### src/rtl/alu_acc_seq.sv
// Accumulator/flag sequencer wrapped around the 8080 ALU: decodes ALU-group opcodes,
// fetches operand B (register, immediate or memory) and writes result/flags back to A/PSW.
module alu_acc_seq #(
    parameter int MEM_TIMEOUT = 15
) (
    input  logic       clk,
    input  logic       reset,
    input  logic       start,
    input  logic [7:0] opcode,
    input  logic [7:0] regval,
    input  logic [7:0] immval,
    output logic       mem_req,
    input  logic       mem_ack,
    input  logic [7:0] mem_data,
    output logic [7:0] alu_a,
    output logic [7:0] alu_b,
    output logic       alu_cin,
    output logic [2:0] alu_sel,
    input  logic [7:0] alu_res,
    input  logic       alu_cout,
    input  logic       alu_zout,
    input  logic       alu_sout,
    input  logic       alu_parity,
    input  logic       alu_auxcar,
    input  logic       acc_ld,
    input  logic [7:0] acc_din,
    input  logic       psw_ld,
    input  logic [7:0] psw_din,
    output logic [7:0] acc,
    output logic [7:0] flags,
    output logic       busy,
    output logic       done,
    output logic       err
);

    typedef enum logic [1:0] {IDLE, MEMRD, EXEC, WB} state_t;

    localparam logic [7:0] TIMEOUT_LAST = 8'(MEM_TIMEOUT - 1);

    state_t     state;
    state_t     state_next;
    logic [7:0] opb;
    logic [7:0] timer;

    logic       is_reg;
    logic       is_mem;
    logic       is_imm;
    logic       legal;
    logic       accept;
    logic       timeout;
    logic       logic_op;
    logic       new_cy;
    logic       new_ac;
    logic [7:0] new_flags;

    // PSW bits 5, 3 and 1 are hard-wired, so those input bits are never read.
    logic unused_psw_bits;
    assign unused_psw_bits = ^{psw_din[5], psw_din[3], psw_din[1]};

    assign is_reg  = (opcode[7:6] == 2'b10);
    assign is_mem  = is_reg && (opcode[2:0] == 3'b110);
    assign is_imm  = (opcode[7:6] == 2'b11) && (opcode[2:0] == 3'b110);
    assign legal   = is_reg || is_imm;
    assign accept  = start && ((state == IDLE) || (state == WB));
    assign timeout = (state == MEMRD) && !mem_ack && (timer == TIMEOUT_LAST);

    // Logic ops (ANA/XRA/ORA) clear CY; ANA takes AC from bit 3 of its operands.
    assign logic_op  = alu_sel[2] && (alu_sel != 3'b111);
    assign new_cy    = logic_op ? 1'b0 : alu_cout;
    assign new_ac    = (alu_sel == 3'b100) ? (acc[3] | opb[3]) :
                       logic_op            ? 1'b0 : alu_auxcar;
    assign new_flags = {alu_sout, alu_zout, 1'b0, new_ac, 1'b0, alu_parity, 1'b1, new_cy};

    assign alu_a   = acc;
    assign alu_b   = opb;
    assign alu_cin = flags[0];

    // NOTE: sequential state uses non-blocking assignments so every register samples pre-edge values.
    always_ff @(posedge clk) begin
        if (reset) state <= IDLE;
        else       state <= state_next;
    end

    // NOTE: default assignment first so no path leaves state_next unassigned (no latch).
    always_comb begin
        state_next = state;
        case (state)
            IDLE, WB: begin
                if (accept && legal) state_next = is_mem ? MEMRD : EXEC;
                else                 state_next = IDLE;
            end
            MEMRD: begin
                if (mem_ack)      state_next = EXEC;
                else if (timeout) state_next = IDLE;
            end
            EXEC:    state_next = WB;
            default: state_next = IDLE;
        endcase
    end

    always_comb begin
        mem_req = (state == MEMRD);
        busy    = (state == MEMRD) || (state == EXEC);
        done    = (state == WB);
    end

    always_ff @(posedge clk) begin
        if (reset) begin
            acc     <= 8'h00;
            flags   <= 8'h02;
            opb     <= 8'h00;
            alu_sel <= 3'b000;
            timer   <= 8'h00;
            err     <= 1'b0;
        end else begin
            err <= (accept && !legal) || timeout;

            // External loads land before a same-cycle start reaches EXEC.
            if (state == IDLE) begin
                if (acc_ld) acc <= acc_din;
                if (psw_ld) flags <= {psw_din[7:6], 1'b0, psw_din[4], 1'b0, psw_din[2], 1'b1, psw_din[0]};
            end

            if (accept && legal) begin
                alu_sel <= opcode[5:3];
                timer   <= 8'h00;
                if (!is_mem) opb <= is_imm ? immval : regval;
            end

            if (state == MEMRD) begin
                timer <= timer + 8'h01;
                if (mem_ack) opb <= mem_data;
            end

            if (state == EXEC) begin
                acc   <= alu_res;
                flags <= new_flags;
            end
        end
    end

endmodule

### config.mk
export PLATFORM = sky130hd
export DESIGN_NAME = alu_acc_seq
export DESIGN_NICKNAME = d
export VERILOG_FILES = /design/src/rtl/alu_acc_seq.sv
export SDC_FILE = /design/constraint.sdc
export NUM_CORES = 1
export LEC_CHECK = 0
export CAP_MARGIN = 10
export CORE_ASPECT_RATIO = 1.75
export CORE_MARGIN = 5
export CORE_UTILIZATION = 39
export CTS_BUF_LIST = sky130_fd_sc_hd__clkbuf_4 sky130_fd_sc_hd__clkbuf_8
export DETAILED_ROUTE_END_ITERATION = 8
export PLACE_DENSITY = 0.82
export SLEW_MARGIN = 20
export SYNTH_ARGS = -nofsm -noshare
export SYNTH_HDL_FRONTEND = slang
export SYNTH_SLANG_ARGS = --single-unit
### constraint.sdc
create_clock -name clk -period 2.1 [get_ports clk]
set_input_delay 0.315 -clock clk [delete_from_list [all_inputs] [get_ports clk]]
set_output_delay 0.315 -clock clk [all_outputs]
set_load 0.005 [all_outputs]
======== Word level (Yosys, flattened, before mapping) ========
Index checks and enable logic that the tools add are counted.
storage, ports and cells
  RAM bits ................................ 0
  logic and storage cells ................. 62
  bits in registers ....................... 35
  output and inout port bits .............. 40
  memories ................................ 0
  latch bits .............................. 0
  input port bits ......................... 67
  ROM bits ................................ 0
cells by class
  reduce and logical (&&, ||, !) cells .... 22
  mux-type cells .......................... 21
  bitwise logic cells ..................... 1
  eq/ne operators ......................... 10
  add/sub/neg operators ................... 1
  multipliers ............................. 0
  divide/modulo/power cells ............... 0
  order comparisons ....................... 0
  shift operators ......................... 0
operators with widths
  cell                                                    number
  two-way mux 8 bit                                       13
  adder 8 x 1 -> 8 bit (second input constant)            1
  == test 2 bit (second input constant)                   4
  == test 8 x 4 -> 1 bit (second input constant)          1
  logical AND 1 bit                                       8
  two-way mux 2 bit                                       4
  nonzero test 2 bit                                      4
  == test 3 bit (second input constant)                   2
  case mux 2 bit (3 select lines)                         1
  logical OR 1 bit                                        4
  AND reduction 2 bit                                     2
  two-way mux 1 bit                                       3
  inequality test 3 x 1 -> 1 bit (second input constant)  1
  inequality test 3 bit (second input constant)           1
  == test 2 x 1 -> 1 bit (second input constant)          1
  zero test 1 bit                                         2
  zero test 2 bit                                         1
  OR reduction 2 bit                                      1
  bitwise OR 1 bit                                        1

======== Logic depth before layout (Yosys ltp) ========
Gate-level depths: netlist (run 1).
  depth after elaboration ................. 7
  mapped depth ............................ 7
  gate-level depth less buffers ........... 6

======== Worst setup path after synthesis (run 1) ========
No wires, ideal clock.
  path type ............................... register -> register
  start ................................... register state[0]
  end ..................................... register opb[0] (netlist: alu_b[0])
  arrival ................................. 1748 ps
  data required time ...................... 2017 ps
  clock period less this slack ............ 1831 ps
  slack ................................... 269 ps
  buffers on the path ..................... 1
  cell stages (with the launch flop) ...... 7
  library setup time ...................... 83 ps
  path through ............................ dfxtp_1 inv_1 ha_1 nand3b_1 or4_1 buf_2 o221ai_1
between the ends
  cells in the longest elaborated chain, start to end .. 7
  elaborated cells between the ends (all ways) .. 9
  classes of those cells .................. 2 x eq/ne; 3 x mux; 4 x reduce/logical
ends and longest elaborated chain
  item                                                     RTL line  RTL
  start, declared                                          40        state_t state;
  start signal, assigned                                   81        else state <= state_next;
  == test 2 bit / zero test 2 bit (equally long branches)  64        assign accept = start && ((state == IDLE) || (state == WB));
  logical OR 1 bit                                         64
  logical AND 1 bit                                        64
  logical AND 1 bit                                        124       if (accept && legal) begin
  two-way mux 8 bit                                        124
  two-way mux 8 bit                                        132       if (mem_ack) opb <= mem_data;
  two-way mux 8 bit (*)                                    130       if (state == MEMRD) begin
  end signal, assigned                                     127       if (!is_mem) opb <= is_imm ? immval : regval;
  end signal, assigned                                     132
  end, declared                                            42        logic [7:0] opb;
Mark *: on every way between the ends. The rest lies on a longest branch, timed or not.
A chain may end at the register's enable or synchronous reset.

======== Worst setup path in the final report (run 1) ========
  start ................................... register state[1]
  end ..................................... output busy
between the ends
  cells in the longest elaborated chain, start to end .. 2
  elaborated cells between the ends (all ways) .. 3
  classes of those cells .................. 2 x eq/ne; 1 x reduce/logical
ends and longest elaborated chain
  item                                                            RTL line  RTL
  == test 2 x 1 -> 1 bit / == test 2 bit (equally long branches)  103       busy = (state == MEMRD) || (state == EXEC);
  logical OR 1 bit (*)                                            103
  end, declared                                                   31        output logic busy,
Marked as above.

==> results of run 1 <==
==> layout make-up <==
class / count / area share
clock inverters: 2 / 0.01170
well taps: 52 / 0.02173
clock buffers: 6 / 0.02758
repair buffers: 107 / 0.3519
multi-input cells: 146 / 0.3368
inverters: 13 / 0.01630
flip-flops and latches: 35 / 0.2340
==> layer usage <==
metal	share of wire	global-route usage
met4	0.022	0.06699
met1	0.34	0.1543
met2	0.60	0.3283
met3	0.039	0.02970
met5	0	0
==> power by group <==
part	internal [uW]	switching, uW	total (uW)
Clock	384	243	627
Combinational	241	120	361
Sequential	698	23.7	721
==> cells by family (layout without fill, tap and decap cells) <==
kind of cell               Yosys count  in the layout  share of synthesized area
buffers and inverters               34            128                    0.09575
other                                2              3                   0.003991
AOI/OAI and AO/OA                   42             42                     0.1662
adders and majority gates            6              6                    0.03989
muxes                               25             25                     0.1350
DFF                                 35             35                     0.3723
xor gates and xnor gates             1              1                   0.004655
and+or+nand+nor                     69             69                     0.1822
==> timing repair <==
| action | CTS | global route |
|---|---|---|
| resized for setup | 0 | 1 |
| endpoints found under the setup margin | 0 | 7 |
| hold buffers | 0 | 0 |
==> worst paths after layout <==
kind | startpoint | endpoint | slack [ns]
worst max-delay path | state[1] | busy | 0.1
worst min-delay path | timer[3] | timer[3] | 0.48
worst max register to register | state[1] | alu_sel[0] | 0.23
worst min register to register | timer[3] | timer[3] | 0.48
==> cell usage in the layout, fill, tap and decap left out, types with 7 or more instances in the layout <==
master           count
a211oi_1             9
nand3_1              8
buf_4                7
nor2_1              18
nand2_1             21
o221ai_1             8
mux2i_1             22
dfxtp_1             35
clkdlybuf4s50_1    100
inv_1               13
==> sequential cells by signal (all words and copies together) (netlist names) <==
register	flops
alu_b	8
timer	8
state	2
alu_sel	3
err	1
flags	5
acc	8
==> critical path, cell delays in order (launching register included) <==
cell             delay (ns)
dfxtp_1                0.38
inv_1                  0.08
ha_1                   0.30
buf_4                  0.13
clkdlybuf4s50_1        0.51
==> metrics by stage <==
stage	setup WS [ns]	std cells
floorplan	0.2691	215
global placement	0.1178	353
detailed placement	0.09887	353
CTS	0.08494	361
global route	0.002462	361
finish	0.09545	361
==> reports/summary.txt, run 1 <==
CTS tree -> built
RSZ-0062 raised after global routing -> no
top cells by count, synth -> dfxtp_1 (35), mux2i_1 (22), nand2_1 (21)
number of vias per cell -> 5.136
Clk Latency, worst-skew pair -> 0.28 ns
share of layout cells above drive strength 1 -> 0.08091
Netlist cell types -> 40
CTS Sinks -> 35
CTS Buf Count -> 5
ys async rst share -> 0
number of global-route vias before repair -> 1855
Max Slew Vio Count -> 0
clk root buf -> clkbuf_8
number of fill cells -> 430
Die Wd -> 62.51 um
number of routed nets with antenna violations -> 0
CTS clk-pin slew, worst paths -> 0.07 ns
placed inst area -> 2873 um2
DRT iter0 DRCs -> 27
die area -> 6369 um2
pwr dens -> 571.2 nW/um2
Worst Skew -> 0.006561 ns
Synth Register Bits -> 35
Multi-input gate area -> 1008 um2
post-layout util -> 0.6361
drt first pass iters -> 4
Leakage -> 0.001105 uW
Starting Density -> 0.3998
first-pass GRT wire length -> 8.286 mm
largest net degree at the start of global routing -> 29
post-CTS setup buffer count -> 0
top area cells in the synthesized netlist -> dfxtp_1 (37%), mux2i_1 (12%), buf_4 (4.8%)
Fmax -> 498.9 MHz
H-tree depth -> 2
worst-case reg-to-reg path depth -> 7
flip-flop and latch area -> 700.7 um2
VDD IR max -> 0.0005225 V
RD Place Congestion -> 0.7420
total gr overflow -> 0
most frequent cell after synthesis -> dfxtp_1
DPL Wire Length -> 4.285 mm
fin crit share -> 0.9545
final hold slack -> 0.4801 ns
status -> completed
Net count, final -> 381
EDFF count, synth -> 0
endpoints failing hold -> 0
maximum capacitance violations -> 0
n_diodes -> 0
max_slew headroom -> 0.6401
syn avg cell area -> 8.793 um2
Seq/Total Area, Yosys -> 0.3723
Hold Path Stages -> 1
Area Growth Syn to Fin -> 59.11%
initial antenna violation count -> 0
vias -> 1854
Mapped Cells -> 214
fin area -> 2994 um2
die height -> 101.9 um
WL final -> 5.331 mm
port buffer count -> 100
crit end category -> output port
Synth top area share -> 0.3723
worst slew pin tran -> 0.5378 ns
Yosys top cell by area -> dfxtp_1
Warnings, synthesis -> 0
Design Power -> 1710 uW
setup tns final -> 0 ns
Setup CP Type -> reg -> out
crit start category -> flip-flop
minimum clock period -> 2.005 ns
final setup vio count -> 0
Ports -> 107
DR WL/cell -> 14.77 um
gr usage total -> 0.1615
Req. time, crit path -> 1.78 ns
Min-Delay Path Class -> reg -> reg
Max Root-Sink Buffers -> 2
Synth Cell Area -> 1882 um2
row count -> 33
Post-synth top flop -> dfxtp_1
crit path DAT -> 1.69 ns
Core ar. -> 4707 um2
critical path peak fanout -> 4
# DRC -> 0
No activity file was read; power rests on OpenSTA's default activity.
==> run 2, diff against run 1 <==
--- a/config.mk
+++ b/config.mk
@@ -8,10 +8,10 @@
 export CAP_MARGIN = 10
 export CORE_ASPECT_RATIO = 1.75
 export CORE_MARGIN = 5
-export CORE_UTILIZATION = 39
-export CTS_BUF_LIST = sky130_fd_sc_hd__clkbuf_4 sky130_fd_sc_hd__clkbuf_8
+export CORE_UTILIZATION = 38
 export DETAILED_ROUTE_END_ITERATION = 8
-export PLACE_DENSITY = 0.82
+export GPL_TIMING_DRIVEN = 0
+export PLACE_DENSITY = 0.8
 export SLEW_MARGIN = 20
 export SYNTH_ARGS = -nofsm -noshare
 export SYNTH_HDL_FRONTEND = slang
==> run 2 against run 1 <==
Effect of this change: hold slack improved by 0.017 ns; first-iteration DRC count increased by 78%; combinational power increased by 7.8%; clock skew increased by 0.0035 ns; highest routed layer unchanged.
==> reports/summary.txt, run 2 (synthesized netlist as in run 1, its figures left out) <==
Endpoint, Worst Hold -> timer[3]
DR WL/cell -> 14.56 um (-1.4%)
VDD IR max -> 0.0004850 V (-7.2%)
Setup CP Type -> reg -> reg
clk root buf -> clkbuf_8
r2r setup slk -> 0.16 ns (-0.07 ns)
fin crit share -> 0.9252 (-0.02932)
row count -> 34 (+3.0%)
first-pass GRT wire length -> 8.500 mm (+2.6%)
post-layout util -> 0.6330 (-0.003106)
setup tns final -> 0 ns (unchanged)
die height -> 103.1 um (+1.2%)
critical path, cell by cell -> inv_1, ha_4, nand3b_1, or4_1, buf_2, o221ai_1
RD Place Congestion -> 0.7380 (-0.54%)
Net count, final -> 396 (+3.9%)
number of global-route vias before repair -> 1926 (+3.8%)
Worst R2R End -> alu_b[7]
Req. time, crit path -> 2.31 ns (+0.53 ns)
Min-Delay Path Class -> reg -> reg
largest net degree at the start of global routing -> 12 (-59%)
number of vias per cell -> 5.005 (-2.5%)
Worst Skew -> 0.01005 ns (+0.003490 ns)
DPL Wire Length -> 4.461 mm (+4.1%)
hold path start -> timer[3]
Starting Density -> 0.3847 (-0.01513)
WL final -> 5.505 mm (+3.3%)
# DRC -> 0 (unchanged)
Max Root-Sink Buffers -> 2 (unchanged)
final setup vio count -> 0 (unchanged)
n_diodes -> 0 (unchanged)
RSZ-0062 raised after global routing -> no
pwr dens -> 562.1 nW/um2 (-1.6%)
RR Startpoint -> state[0]
Max Slew Vio Count -> 0 (unchanged)
endpoints failing hold -> 0 (unchanged)
worst slew pin tran -> 0.6627 ns (+0.1248 ns)
Hold Path Stages -> 1 (unchanged)
CTS tree -> built
initial antenna violation count -> 0 (unchanged)
Leakage -> 0.001166 uW (+5.6%)
total gr overflow -> 0 (unchanged)
maximum capacitance violations -> 0 (unchanged)
vias -> 1892 (+2.0%)
status -> completed
number of routed nets with antenna violations -> 0 (unchanged)
final hold slack -> 0.4974 ns (+0.01728 ns)
Post-Layout Cell Count -> 378 (+4.7%)
crit path DAT -> 2.15 ns (+0.46 ns)
crit end category -> flip-flop
Area Growth Syn to Fin -> 64.56%
minimum clock period -> 1.943 ns (-0.06157 ns)
Worst path max stage delay -> 0.49 ns (-0.02 ns)
CTS clk-pin slew, worst paths -> 0.07 ns (about the same)
crit path max-delay cell type -> or4_1
H-tree depth -> 2 (unchanged)
port buffer count -> 100 (unchanged)
worst-case reg-to-reg path depth -> 6 (-1)
Core ar. -> 4892 um2 (+3.9%)
Clk Latency, worst-skew pair -> 0.29 ns (about the same)
Fmax -> 514.7 MHz (+3.2%)
most common cell after layout, fill and taps aside -> clkdlybuf4s50_1
drt first pass iters -> 4 (unchanged)
Ports -> 107 (unchanged)
crit-path leading delay family -> simple AND/OR/NAND/NOR gates
max_slew headroom -> 0.5563 (-0.08384)
die area -> 6515 um2 (+2.3%)
critical path peak fanout -> 8 (+4)
Die Wd -> 63.20 um (+1.1%)
final worst slack -> 0.1570 ns (+0.06157 ns)
crit start category -> flip-flop
commonest non-fill, non-tap cells in the layout -> clkdlybuf4s50_1 (100), dfxtp_1 (34), mux2i_1 (22)
DRT iter0 DRCs -> 48 (+78%)
number of fill cells -> 419 (-2.6%)
gr usage total -> 0.1625 (+0.0009499)
CTS Sinks -> 35 (unchanged)
post-place setup slack -> -0.07894 ns (-0.1778 ns)
DP Cell Count -> 369 (+4.5%)
CTS Buf Count -> 5 (unchanged)
share of layout cells above drive strength 1 -> 0.1204 (+0.03946)
WP buf/inv -> 2 (-1)
[run 2: power breakdown]
group / internal [uW] / switching, uW / total (uW)
registers: 698 / 23.9 / 722
clock network: 384 / 246 / 630
logic: 262 / 127 / 389
[run 2: what timing repair did]
item,CTS,global route
gates resized for setup,1,2
hold buffers,0,0
endpoints found under the setup margin,7,11
pin swaps,0,1
buffers inserted,0,1
[run 2: worst reg2reg max path: stages (launching register included)]
cell      delay [ns]
dfxtp_1         0.38
inv_1           0.11
ha_4            0.27
nand3b_1        0.24
or4_1           0.49
buf_2           0.18
o221ai_1        0.18
[run 2: worst max path at each step]
stage                   from        to  slack (ns)  cells past startpoint
finish              state[0]  alu_b[7]        0.16                      6
global route        state[0]  alu_b[5]        0.02                      6
CTS                 state[0]  alu_b[7]        0.05                      5
detailed placement  state[0]  timer[6]       -0.08                      6
global placement    state[0]  timer[7]       -0.02                      6
floorplan           state[0]  alu_b[0]        0.27                      6
[run 2: cell type report]
| cell class | instances | area, um2 | area share |
|---|---|---|---|
| Buffer | 21 | 131.4 | 0.04242 |
| Clock buffer | 6 | 82.58 | 0.02667 |
| Clock inverter | 2 | 35.03 | 0.01131 |
| Inverter | 13 | 48.80 | 0.01576 |
| Multi-Input combinational cell | 146 | 1021 | 0.3297 |
| Sequential cell | 35 | 701.9 | 0.2267 |
| Tap cell | 54 | 67.56 | 0.02182 |
| Timing Repair Buffer | 101 | 1008 | 0.3257 |
[run 2: metrics by stage]
stage                     instance area (um2)  power, uW
after floorplan                          1886      875.0
after global placement                   2954       1117
after detailed placement                 2954       1124
after CTS                                3075       1758
after global routing                     3097       1826
final                                    3097       1741
[run 2: metal layers]
metal,track usage,part of all wire,up-vias
li1,-,-,964
met1,0.1610,0.35,870
met2,0.3289,0.60,50
met3,0.02835,0.036,8
met4,0.05920,0.019,0
met5,0,0,-
